`src/rtl/lcd_ctrl.sv`:
```
// lcd_ctrl: HD44780 16x2 character LCD driver on an 8-bit write-only bus.
// Define LCD_ICID_EN to add ic_id, shown as hex in row 1 cols 14..15 for codes 3/4/6.
module lcd_ctrl #(
    parameter int PWR_CYC = 750000,
    parameter int EN_CYC  = 12,
    parameter int CMD_CYC = 2000,
    parameter int CLR_CYC = 82000
) (
    input  logic       clk,
    input  logic       reset_n,
    input  logic [3:0] LCD_STATE,
`ifdef LCD_ICID_EN
    input  logic [7:0] ic_id,
`endif
    output logic [7:0] LCD_DATA,
    output logic       LCD_RS,
    output logic       LCD_RW,
    output logic       LCD_EN,
    output logic       busy
);

    typedef enum logic [2:0] {PWR_WAIT, INIT, IDLE, CLEAR, LINE1, LINE2} state_t;
    typedef enum logic [1:0] {SETUP, PULSE, HOLD} phase_t;

    // Delay loads are one less than the cycle count: the counter runs down to 0
    localparam logic [19:0] PWR_LD = 20'(PWR_CYC - 1);
    localparam logic [19:0] EN_LD  = 20'(EN_CYC - 1);
    localparam logic [19:0] CMD_LD = 20'(CMD_CYC - 1);
    localparam logic [19:0] CLR_LD = 20'(CLR_CYC - 1);

    function automatic logic [127:0] pad16(input logic [127:0] s, input int n);
        logic [127:0] r;
        r = s << (8 * (16 - n));
        for (int i = 0; i < 16 - n; i++) r[8*i +: 8] = 8'h20;
        return r;
    endfunction

    localparam logic [127:0] S_READY  = pad16(128'("READY"), 5);
    localparam logic [127:0] S_INSERT = pad16(128'("INSERT IC"), 9);
    localparam logic [127:0] S_TEST   = pad16(128'("TESTING..."), 10);
    localparam logic [127:0] S_WAIT   = pad16(128'("PLEASE WAIT"), 11);
    localparam logic [127:0] S_RESULT = pad16(128'("RESULT:"), 7);
    localparam logic [127:0] S_PASS   = pad16(128'("PASS"), 4);
    localparam logic [127:0] S_FAIL   = pad16(128'("FAIL"), 4);
    localparam logic [127:0] S_INVAL  = pad16(128'("INVALID IC"), 10);
    localparam logic [127:0] S_CHECK  = pad16(128'("CHECK PART"), 10);
    localparam logic [127:0] S_ERROR  = pad16(128'("ERROR"), 5);
    localparam logic [127:0] S_CODE   = pad16(128'("CODE"), 4);

    function automatic logic [7:0] hex_char(input logic [3:0] d);
        return (d < 4'd10) ? 8'h30 + {4'h0, d} : 8'h37 + {4'h0, d};
    endfunction

    // Character ROM: first character of a row sits in the top byte
    function automatic logic [7:0] rom_char(input logic [3:0] c,
                                            input logic row,
                                            input logic [3:0] i);
        logic [127:0] s;
        logic [127:0] sh;
        logic         err;
        err = 1'b0;
        case (c)
            4'd1:       s = row ? S_INSERT : S_READY;
            4'd2, 4'd5: s = row ? S_WAIT : S_TEST;
            4'd3:       s = row ? S_PASS : S_RESULT;
            4'd4:       s = row ? S_FAIL : S_RESULT;
            4'd6:       s = row ? S_CHECK : S_INVAL;
            default: begin
                s   = row ? S_CODE : S_ERROR;
                err = 1'b1;
            end
        endcase
        sh = s >> {4'd15 - i, 3'b000};
        if (err && row && i == 4'd5) return hex_char(c);
        return sh[7:0];
    endfunction

    state_t      st, nxt_st;
    phase_t      ph;
    logic [19:0] dly;
    logic [1:0]  init_idx, nxt_init;
    logic        addr_sent, nxt_addr;
    logic [3:0]  idx, nxt_idx;
    logic [3:0]  code, state_q;
    logic        pending;
    logic        start, redraw, in_chg, hold_done, is_clr;
    logic        nxt_rs;
    logic [7:0]  nxt_data;
`ifdef LCD_ICID_EN
    logic [7:0]  id, id_q;
`endif

    assign LCD_RW    = 1'b0;
    assign hold_done = (ph == HOLD) && (dly == 20'd0);
    assign is_clr    = !LCD_RS && (LCD_DATA == 8'h01 || LCD_DATA == 8'h02);
`ifdef LCD_ICID_EN
    assign redraw = (LCD_STATE != code) || (ic_id != id);
    assign in_chg = (LCD_STATE != state_q) || (ic_id != id_q);
`else
    assign redraw = (LCD_STATE != code);
    assign in_chg = (LCD_STATE != state_q);
`endif

    // Byte sequencer: where the next byte comes from once the current one is done
    always_comb begin
        nxt_st   = st;
        nxt_init = init_idx;
        nxt_addr = addr_sent;
        nxt_idx  = idx;
        start    = 1'b0;
        unique case (st)
            PWR_WAIT: if (dly == 20'd0) begin
                nxt_st   = INIT;
                nxt_init = 2'd0;
                start    = 1'b1;
            end
            INIT: if (hold_done) begin
                if (init_idx == 2'd3) nxt_st = IDLE;
                else begin
                    nxt_init = init_idx + 2'd1;
                    start    = 1'b1;
                end
            end
            IDLE: if (redraw) begin
                nxt_st = CLEAR;
                start  = 1'b1;
            end
            CLEAR: if (hold_done) begin
                nxt_st   = LINE1;
                nxt_addr = 1'b0;
                nxt_idx  = 4'd0;
                start    = 1'b1;
            end
            LINE1, LINE2: if (hold_done) begin
                if (!addr_sent) begin
                    nxt_addr = 1'b1;
                    nxt_idx  = 4'd0;
                    start    = 1'b1;
                end else if (idx == 4'd15) begin
                    nxt_addr = 1'b0;
                    nxt_idx  = 4'd0;
                    if (st == LINE1) begin
                        nxt_st = LINE2;
                        start  = 1'b1;
                    end else begin
                        nxt_st = IDLE;
                    end
                end else begin
                    nxt_idx = idx + 4'd1;
                    start   = 1'b1;
                end
            end
            default: ;
        endcase
    end

    // Byte value for the sequencer's next position
    always_comb begin
        nxt_rs   = 1'b0;
        nxt_data = 8'h00;
        unique case (nxt_st)
            INIT: begin
                case (nxt_init)
                    2'd0:    nxt_data = 8'h38;
                    2'd1:    nxt_data = 8'h0C;
                    2'd2:    nxt_data = 8'h06;
                    default: nxt_data = 8'h01;
                endcase
            end
            CLEAR: nxt_data = 8'h01;
            LINE1: begin
                if (nxt_addr) begin
                    nxt_rs   = 1'b1;
                    nxt_data = rom_char(code, 1'b0, nxt_idx);
                end else begin
                    nxt_data = 8'h80;
                end
            end
            LINE2: begin
                if (nxt_addr) begin
                    nxt_rs   = 1'b1;
                    nxt_data = rom_char(code, 1'b1, nxt_idx);
`ifdef LCD_ICID_EN
                    if (code == 4'd3 || code == 4'd4 || code == 4'd6) begin
                        if (nxt_idx == 4'd14) nxt_data = hex_char(id[7:4]);
                        if (nxt_idx == 4'd15) nxt_data = hex_char(id[3:0]);
                    end
`endif
                end else begin
                    nxt_data = 8'hC0;
                end
            end
            default: ;
        endcase
    end

    // Main FSM, byte strobe timing and registered bus outputs
    always_ff @(posedge clk or negedge reset_n) begin
        if (!reset_n) begin
            st        <= PWR_WAIT;
            ph        <= HOLD;
            dly       <= PWR_LD;
            init_idx  <= 2'd0;
            addr_sent <= 1'b0;
            idx       <= 4'd0;
            code      <= 4'h0;
            state_q   <= 4'h0;
            pending   <= 1'b0;
            LCD_DATA  <= 8'h00;
            LCD_RS    <= 1'b0;
            LCD_EN    <= 1'b0;
            busy      <= 1'b1;
`ifdef LCD_ICID_EN
            id        <= 8'h00;
            id_q      <= 8'h00;
`endif
        end else begin
            st        <= nxt_st;
            init_idx  <= nxt_init;
            addr_sent <= nxt_addr;
            idx       <= nxt_idx;
            state_q   <= LCD_STATE;
`ifdef LCD_ICID_EN
            id_q      <= ic_id;
`endif
            if (st == IDLE) begin
                busy <= redraw;
                if (redraw) begin
                    code <= LCD_STATE;
`ifdef LCD_ICID_EN
                    id   <= ic_id;
`endif
                end
            end
            if (st != IDLE && nxt_st == IDLE) begin
                if (pending) pending <= 1'b0;
            end else if (busy && in_chg) begin
                pending <= 1'b1;
            end
            if (start) begin
                ph       <= SETUP;
                LCD_DATA <= nxt_data;
                LCD_RS   <= nxt_rs;
            end else begin
                case (ph)
                    SETUP: begin
                        LCD_EN <= 1'b1;
                        ph     <= PULSE;
                        dly    <= EN_LD;
                    end
                    PULSE: begin
                        if (dly == 20'd0) begin
                            LCD_EN <= 1'b0;
                            ph     <= HOLD;
                            dly    <= is_clr ? CLR_LD : CMD_LD;
                        end else begin
                            dly <= dly - 20'd1;
                        end
                    end
                    default: if (dly != 20'd0) dly <= dly - 20'd1;
                endcase
            end
        end
    end

endmodule

```
`config.mk`:
```
export PLATFORM = sky130hd
export DESIGN_NAME = lcd_ctrl
export DESIGN_NICKNAME = d
export VERILOG_FILES = /design/src/rtl/lcd_ctrl.sv
export SDC_FILE = /design/constraint.sdc
export NUM_CORES = 1
export LEC_CHECK = 0
export ABC_AREA = 1
export CAP_MARGIN = 20
export CORE_MARGIN = 3
export CORE_UTILIZATION = 60
export CTS_CLUSTER_DIAMETER = 150
export DETAILED_ROUTE_END_ITERATION = 12
export GPL_TIMING_DRIVEN = 1
export PLACE_DENSITY = 0.75
export RECOVER_POWER = 50
export SKIP_LAST_GASP = 1
export SLEW_MARGIN = 20
export SYNTH_ARGS = -nofsm -noshare
export SYNTH_HDL_FRONTEND = slang
export SYNTH_SLANG_ARGS = --single-unit
```
`constraint.sdc`:
```
create_clock -name clk -period 6.6 [get_ports clk]
set_clock_uncertainty 0.2 [all_clocks]
set_input_delay 1.65 -clock clk [delete_from_list [all_inputs] [get_ports clk]]
set_output_delay 1.65 -clock clk [all_outputs]
set_load 0.01 [all_outputs]
```
Yosys cells after proc, flatten, opt, wreduce, memory -nomap -nowiden
Cells that the tools add are included.
- bits in registers: 47
- bits of input ports: 6
- output and inout bits: 12
- word-level logic and storage cells: 134
- $add $sub $neg: 6
- order comparisons: 1
- equal/unequal tests: 27
- shift-type cells: 2
- mux-type cells: 64
- bitwise logic cells: 1
- reduce and logical (&&, ||, !) cells: 22
- operator list (cell ; number):
    $pmux W125 S5 ; 1
    $mux W128 ; 4
    $pmux W125 S4 ; 1
    $shr A128 B7 Y8 ; 2
    $mux W20 ; 2
    $pmux W20 S2 ; 1
    $mux W8 ; 4
    $pmux W8 S4 ; 1
    $mux W3 ; 9
    $mux W1 ; 22
    $logic_not A20 Y1 ; 1
    $reduce_bool A20 Y1 ; 1
    $sub A20 B1 Y20 const B ; 1
    $pmux W6 S3 ; 1
    $mux W17 ; 1
    $eq A4 B3 Y1 const B ; 4
    $mux W4 ; 4
    $pmux W3 S5 ; 1
    $add A6 B4 Y7 const A ; 2
    $eq A3 B3 Y1 const B ; 4
    $mux W2 ; 5
    $eq A3 B2 Y1 const B ; 3
    $eq A4 B2 Y1 const B ; 2
    $eq A8 B1 Y1 const B ; 1
    30 further kinds ; 45

Depth between registers and ports, before layout
- depth after elaboration: 15
- gate-level depth with buffers: 22
- mapped depth without buffers: 21

Worst setup path after synthesis
Ideal clock, no wire load.
- path type: in2reg
- from: in LCD_STATE[1]
- to: reg dly[13]
- library setup time: 0.084 ns
- arrival: 2.912 ns
- data required time: 6.316 ns
- setup slack: 3.404 ns
- cell stages on the path: 11
- path buffers: 0
- cell sequence: xnor2_1 nand4_1 a21oi_1 nand3_1 inv_2 o21ai_2 nor2_1 inv_1 or2_1 o21ai_0 nor3b_1
- cells in the longest elaborated chain, start to end: 5
- RTL lines (what ; RTL line ; text):
    start, declared ; 11 ; input logic [3:0] LCD_STATE,
    $ne A4 B4 Y1 ; 100 ; assign redraw = (LCD_STATE != code);
    $mux W1 ; 124 ; IDLE: if (redraw) begin
    $pmux W1 S5 ; 111 ; unique case (st)
    $not A1 Y1 (no source line) ; n/a ;
    $reduce_and A2 Y1 (no source line) ; n/a ;
    end signal, assigned ; 255 ; dly <= is_clr ? CLR_LD : CMD_LD;
    end signal, assigned ; 257 ; dly <= dly - 20'd1;
    end signal, assigned ; 260 ; default: if (dly != 20'd0) dly <= dly - 20'd1;
    end, declared ; 80 ; logic [19:0] dly;
Every way passes these cells.
A chain may end at the register's enable or synchronous reset.

Worst setup path in the final report
- from: in LCD_STATE[0]
- to: reg dly[17]
Same word-level chain as after synthesis.

==> summary.log <==
[clock_tree] number of sinks driven by the clock tree 47
[clock_tree] TritonCTS clock tree yes
[logic_synthesis] gate count after technology mapping 667
[drt] routed wire length 12230 µm
[logic_synthesis] Cell variety after synth 46
[drt] first-pass iteration count of the detailed router 5
[clock_tree] setup fix buffers added after clock tree synthesis 0
[power_and_ir_drop] IR drop worst, VDD 0.1217 mV
[critical_path] startpoint class of the critical path primary input
[floorplanning] die boundary width 90.97 µm
[clock_tree] number of hold buffers added after CTS 0
[clock_tree] clock network latency to the later pin of the worst-skew pair 310 ps
[sta] Tightest Pin Transition 2466 ps
[floorplanning] effective utilization at floorplan 62.72%
[critical_path] CP peak stage delay 570 ps
[critical_path] Data arrival, critical path 4760 ps
[outcome] failing checks capacitance limit, slew limit
[sta] Relative slew margins -64.39%
[sta] final setup vio count 0
[logic_synthesis] synthesized area per cell 6.494 µm²
[logic_synthesis] async set or reset register ratio after synthesis 100.0%
[clock_tree] number of buffers created by CTS 5
[clock_tree] Clk pin slew, worst setup/hold paths 90 ps
[logic_synthesis] count of synthesis-stage warnings from yosys 0
[sta] final max-slew violation count 48
[floorplanning] die area 8275 µm²
[finish] Sequential cell area 1195 µm²
[grt] total global-route track usage 29.91%
[sta] Hold Fails Final Rpt 0
[run] max-capacitance violation count 1
[sta] post-route minimum period 4708 ps
[critical_path] largest fanout of any net on the critical path 21
[grt] largest net degree at the start of global routing 48
[logic_synthesis] Area contributors post-synth sky130_fd_sc_hd__dfrtp_1 18%, sky130_fd_sc_hd__nand2_1 17%, sky130_fd_sc_hd__dfstp_2 9.1%
[drt] post-route ant nets 0
[drt] via count 4517
[clock_tree] maximum root-to-sink buffer count 2
[finish] multi-input combinational cell area 2713 µm²
[sta] sum of negative setup slack 0 ps
[floorplanning] height of the die 90.97 µm
[critical_path] kind of critical path primary input to flop
[drt] vias per std cell 5.874
[logic_synthesis] share of synthesized area occupied by flip-flops and latches 27.59%
[placement] Port-buffer cells 16
[logic_synthesis] ys flop type sky130_fd_sc_hd__dfrtp_1
[grt] first-pass GRT wire length 20420 µm
[finish] # diodes 0
[finish] Area growth, synth to finish 5.921%
[placement] placed wire-length estimate after detailed placement 9324 µm
[outcome] outcome finished with violations
[critical_path] data required time at the worst endpoint 6650 ps
[floorplanning] top-level I/O count 18
[placement] routability cong. 0.9912
[power_and_ir_drop] power density of the placed cells 119.8 nW/µm²
[sta] highest clock frequency the design can meet 212.4 MHz
[sta] RSZ-0062 raised after global routing no
[power_and_ir_drop] standby leakage power 2.267 nW
[logic_synthesis] number of flops mapped to enable cells by yosys 0
[critical_path] worst-path cell chain dlygate4sd3_1 > xnor2_1 > nand4_1 > a21oi_1 > nand3_1 > inv_2 > o21ai_2 > inv_1 > nand2_1 > inv_1 > nand3_1 > xor2_1 > nor2_1
[sta] Post-Route Hold Slack 293.1 ps
[critical_path] CP max stage cell sky130_fd_sc_hd__dlygate4sd3_1
[grt] antenna violations before repair 0
[logic_synthesis] syn_nets 686
[logic_synthesis] post-synthesis cell type with the largest combined area sky130_fd_sc_hd__dfrtp_1
[logic_synthesis] register bit total from synthesis 47
[logic_synthesis] top cell type's share of synthesized area 18.49%
[drt] DR DRC count 0
[floorplanning] floorplan row count 30
[clock_tree] clock root buffer master sky130_fd_sc_hd__clkbuf_8
[clock_tree] number of instances resized during post-cts repair 0
[critical_path] Crit. End Element flop
[finish] final core utilization 66.43%
[grt] vias in the first global route 4180
[finish] Final Net Count 691
[finish] ratio of cells with drive above 1 in the final layout 9.361%
[logic_synthesis] Netlist Area Pre-Place 4332 µm²
[floorplanning] area of the core 6907 µm²
[grt] total gr overflow 0
[finish] Fillers 657
[sta] share of the clock period used by the worst path after layout 71.33%
[drt] DR WL/cell 15.90 µm
[drt] DRC marker count from the first detailed-route iteration 467
[clock_tree] CTS H-tree lvls 2
[min_path] type of the tightest min-delay check flop to flop
where the power goes:
group	switching, mW	internal, mW	total [mW]
clock network	0.100	0.151	0.252
logic	0.00702	0.00278	0.00980
registers	0	0.288	0.288
per-layer routing:
metal | vias to the layer above | track usage, % | routed length [µm] | part of all wire (%)
li1 | 2172 | - | - | -
met1 | 2082 | 45.56 | 5538 | 45
met2 | 232 | 44.39 | 5278 | 43
met3 | 31 | 4.805 | 1174 | 9.6
met4 | 0 | 6.784 | 234 | 1.9
met5 | - | 0 | 0 | 0
cell usage after synthesis, types with 3 or more instances:
master                     count
sky130_fd_sc_hd__nand2_1     200
sky130_fd_sc_hd__nand3_1      70
sky130_fd_sc_hd__inv_1        67
sky130_fd_sc_hd__nor2_1       67
sky130_fd_sc_hd__o21ai_0      35
sky130_fd_sc_hd__dfrtp_1      32
sky130_fd_sc_hd__a21oi_1      23
sky130_fd_sc_hd__dfstp_2      15
sky130_fd_sc_hd__nor3_1       15
sky130_fd_sc_hd__ha_1         13
sky130_fd_sc_hd__o21ai_1      10
sky130_fd_sc_hd__xor2_1       10
sky130_fd_sc_hd__nand2_2       8
sky130_fd_sc_hd__nand4_1       8
sky130_fd_sc_hd__nor2_2        8
sky130_fd_sc_hd__nor2_4        7
sky130_fd_sc_hd__o211ai_1      7
sky130_fd_sc_hd__buf_2         6
sky130_fd_sc_hd__buf_6         6
sky130_fd_sc_hd__inv_2         6
sky130_fd_sc_hd__xnor2_1       5
sky130_fd_sc_hd__a31oi_1       4
sky130_fd_sc_hd__o21bai_1      4
sky130_fd_sc_hd__buf_4         3
sky130_fd_sc_hd__nand2_4       3
sky130_fd_sc_hd__nor3b_1       3
sky130_fd_sc_hd__o21a_1        3
worst max-delay path, delay by kind of cell:
family,cells,cell delay (ps)
AOI/OAI and AO/OA,2,410
xor gates and xnor gates,2,330
buffers and inverters,4,1480
and+or+nand+nor,5,880
state kept, by name, indices dropped and copies added, names as in the netlist:
signal / count
st: 3
code: 4
ph: 2
dly: 20
LCD_RS: 1
addr_sent: 1
init_idx: 2
busy: 1
LCD_DATA: 8
idx: 4
LCD_EN: 1
layout make-up:
| class | instances | share of cell area [%] |
|---|---|---|
| Clock inverter | 2 | 1.309 |
| Tap cell | 96 | 2.618 |
| Inverter | 73 | 5.972 |
| Timing Repair Buffer | 16 | 3.354 |
| Multi-Input combinational cell | 529 | 59.12 |
| Clock buffer | 6 | 1.582 |
| Sequential cell | 47 | 26.04 |
placed cells by master (no fill, tap or decap), types with 5 or more instances in the layout:
cell,count
sky130_fd_sc_hd__nand4_1,8
sky130_fd_sc_hd__o21ai_1,10
sky130_fd_sc_hd__nand2_2,7
sky130_fd_sc_hd__dfrtp_1,32
sky130_fd_sc_hd__nor2_1,67
sky130_fd_sc_hd__inv_1,67
sky130_fd_sc_hd__dfstp_2,15
sky130_fd_sc_hd__xnor2_1,5
sky130_fd_sc_hd__a21oi_1,23
sky130_fd_sc_hd__clkdlybuf4s50_1,13
sky130_fd_sc_hd__nor3_1,15
sky130_fd_sc_hd__o21ai_0,35
sky130_fd_sc_hd__xor2_1,10
sky130_fd_sc_hd__nor2_4,7
sky130_fd_sc_hd__ha_1,13
sky130_fd_sc_hd__nand3_1,70
sky130_fd_sc_hd__nand2_1,203
sky130_fd_sc_hd__clkbuf_8,5
sky130_fd_sc_hd__inv_2,6
sky130_fd_sc_hd__o211ai_1,7
sky130_fd_sc_hd__nor2_2,8
kinds of logic (layout without fill, tap and decap cells):
| logic type | Yosys count | count (layout) | synth area share (%) |
|---|---|---|---|
| xor gates and xnor gates | 15 | 15 | 3.033 |
| adders and majority gates | 13 | 13 | 3.755 |
| and+or+nand+nor | 402 | 402 | 42.84 |
| AOI/OAI and AO/OA | 98 | 98 | 13.32 |
| buffers and inverters | 91 | 97 | 9.387 |
| other | 1 | 1 | 0.08657 |
| DFF | 47 | 47 | 27.59 |
worst paths after layout:
| path | start | to | slack [ps] | cells past startpoint |
|---|---|---|---|---|
| setup / recovery | LCD_STATE[0] | dly[17]$_DFFE_PN1P_ | 1890 | 13 |
| hold / removal | busy$_DFFE_PN1P_ | busy$_DFFE_PN1P_ | 290 | 2 |
| setup reg to reg | code[1]$_DFFE_PN0P_ | LCD_DATA[0]$_DFFE_PN0P_ | 2560 | 19 |
| hold reg to reg | busy$_DFFE_PN1P_ | busy$_DFFE_PN1P_ | 290 | 2 |
| max in group asynchronous | reset_n | init_idx[1]$_DFF_PN0_ | 2900 | 1 |
| min in group asynchronous | reset_n | code[2]$_DFFE_PN0P_ | 1890 | 1 |
metrics by stage:
stage                     instance area [µm²]  cells  power (mW)  setup slack [ps]
final                                    4588    769      0.5496              1892
after global routing                     4588    769      0.5671              1606
after CTS                                4607    769      0.5533              2041
after detailed placement                 4474    761      0.3042              1735
after global placement                   4474    761      0.3038              1872
after floorplan                          4332    667      0.2955              3404
Power figures use the tool's default switching activity.
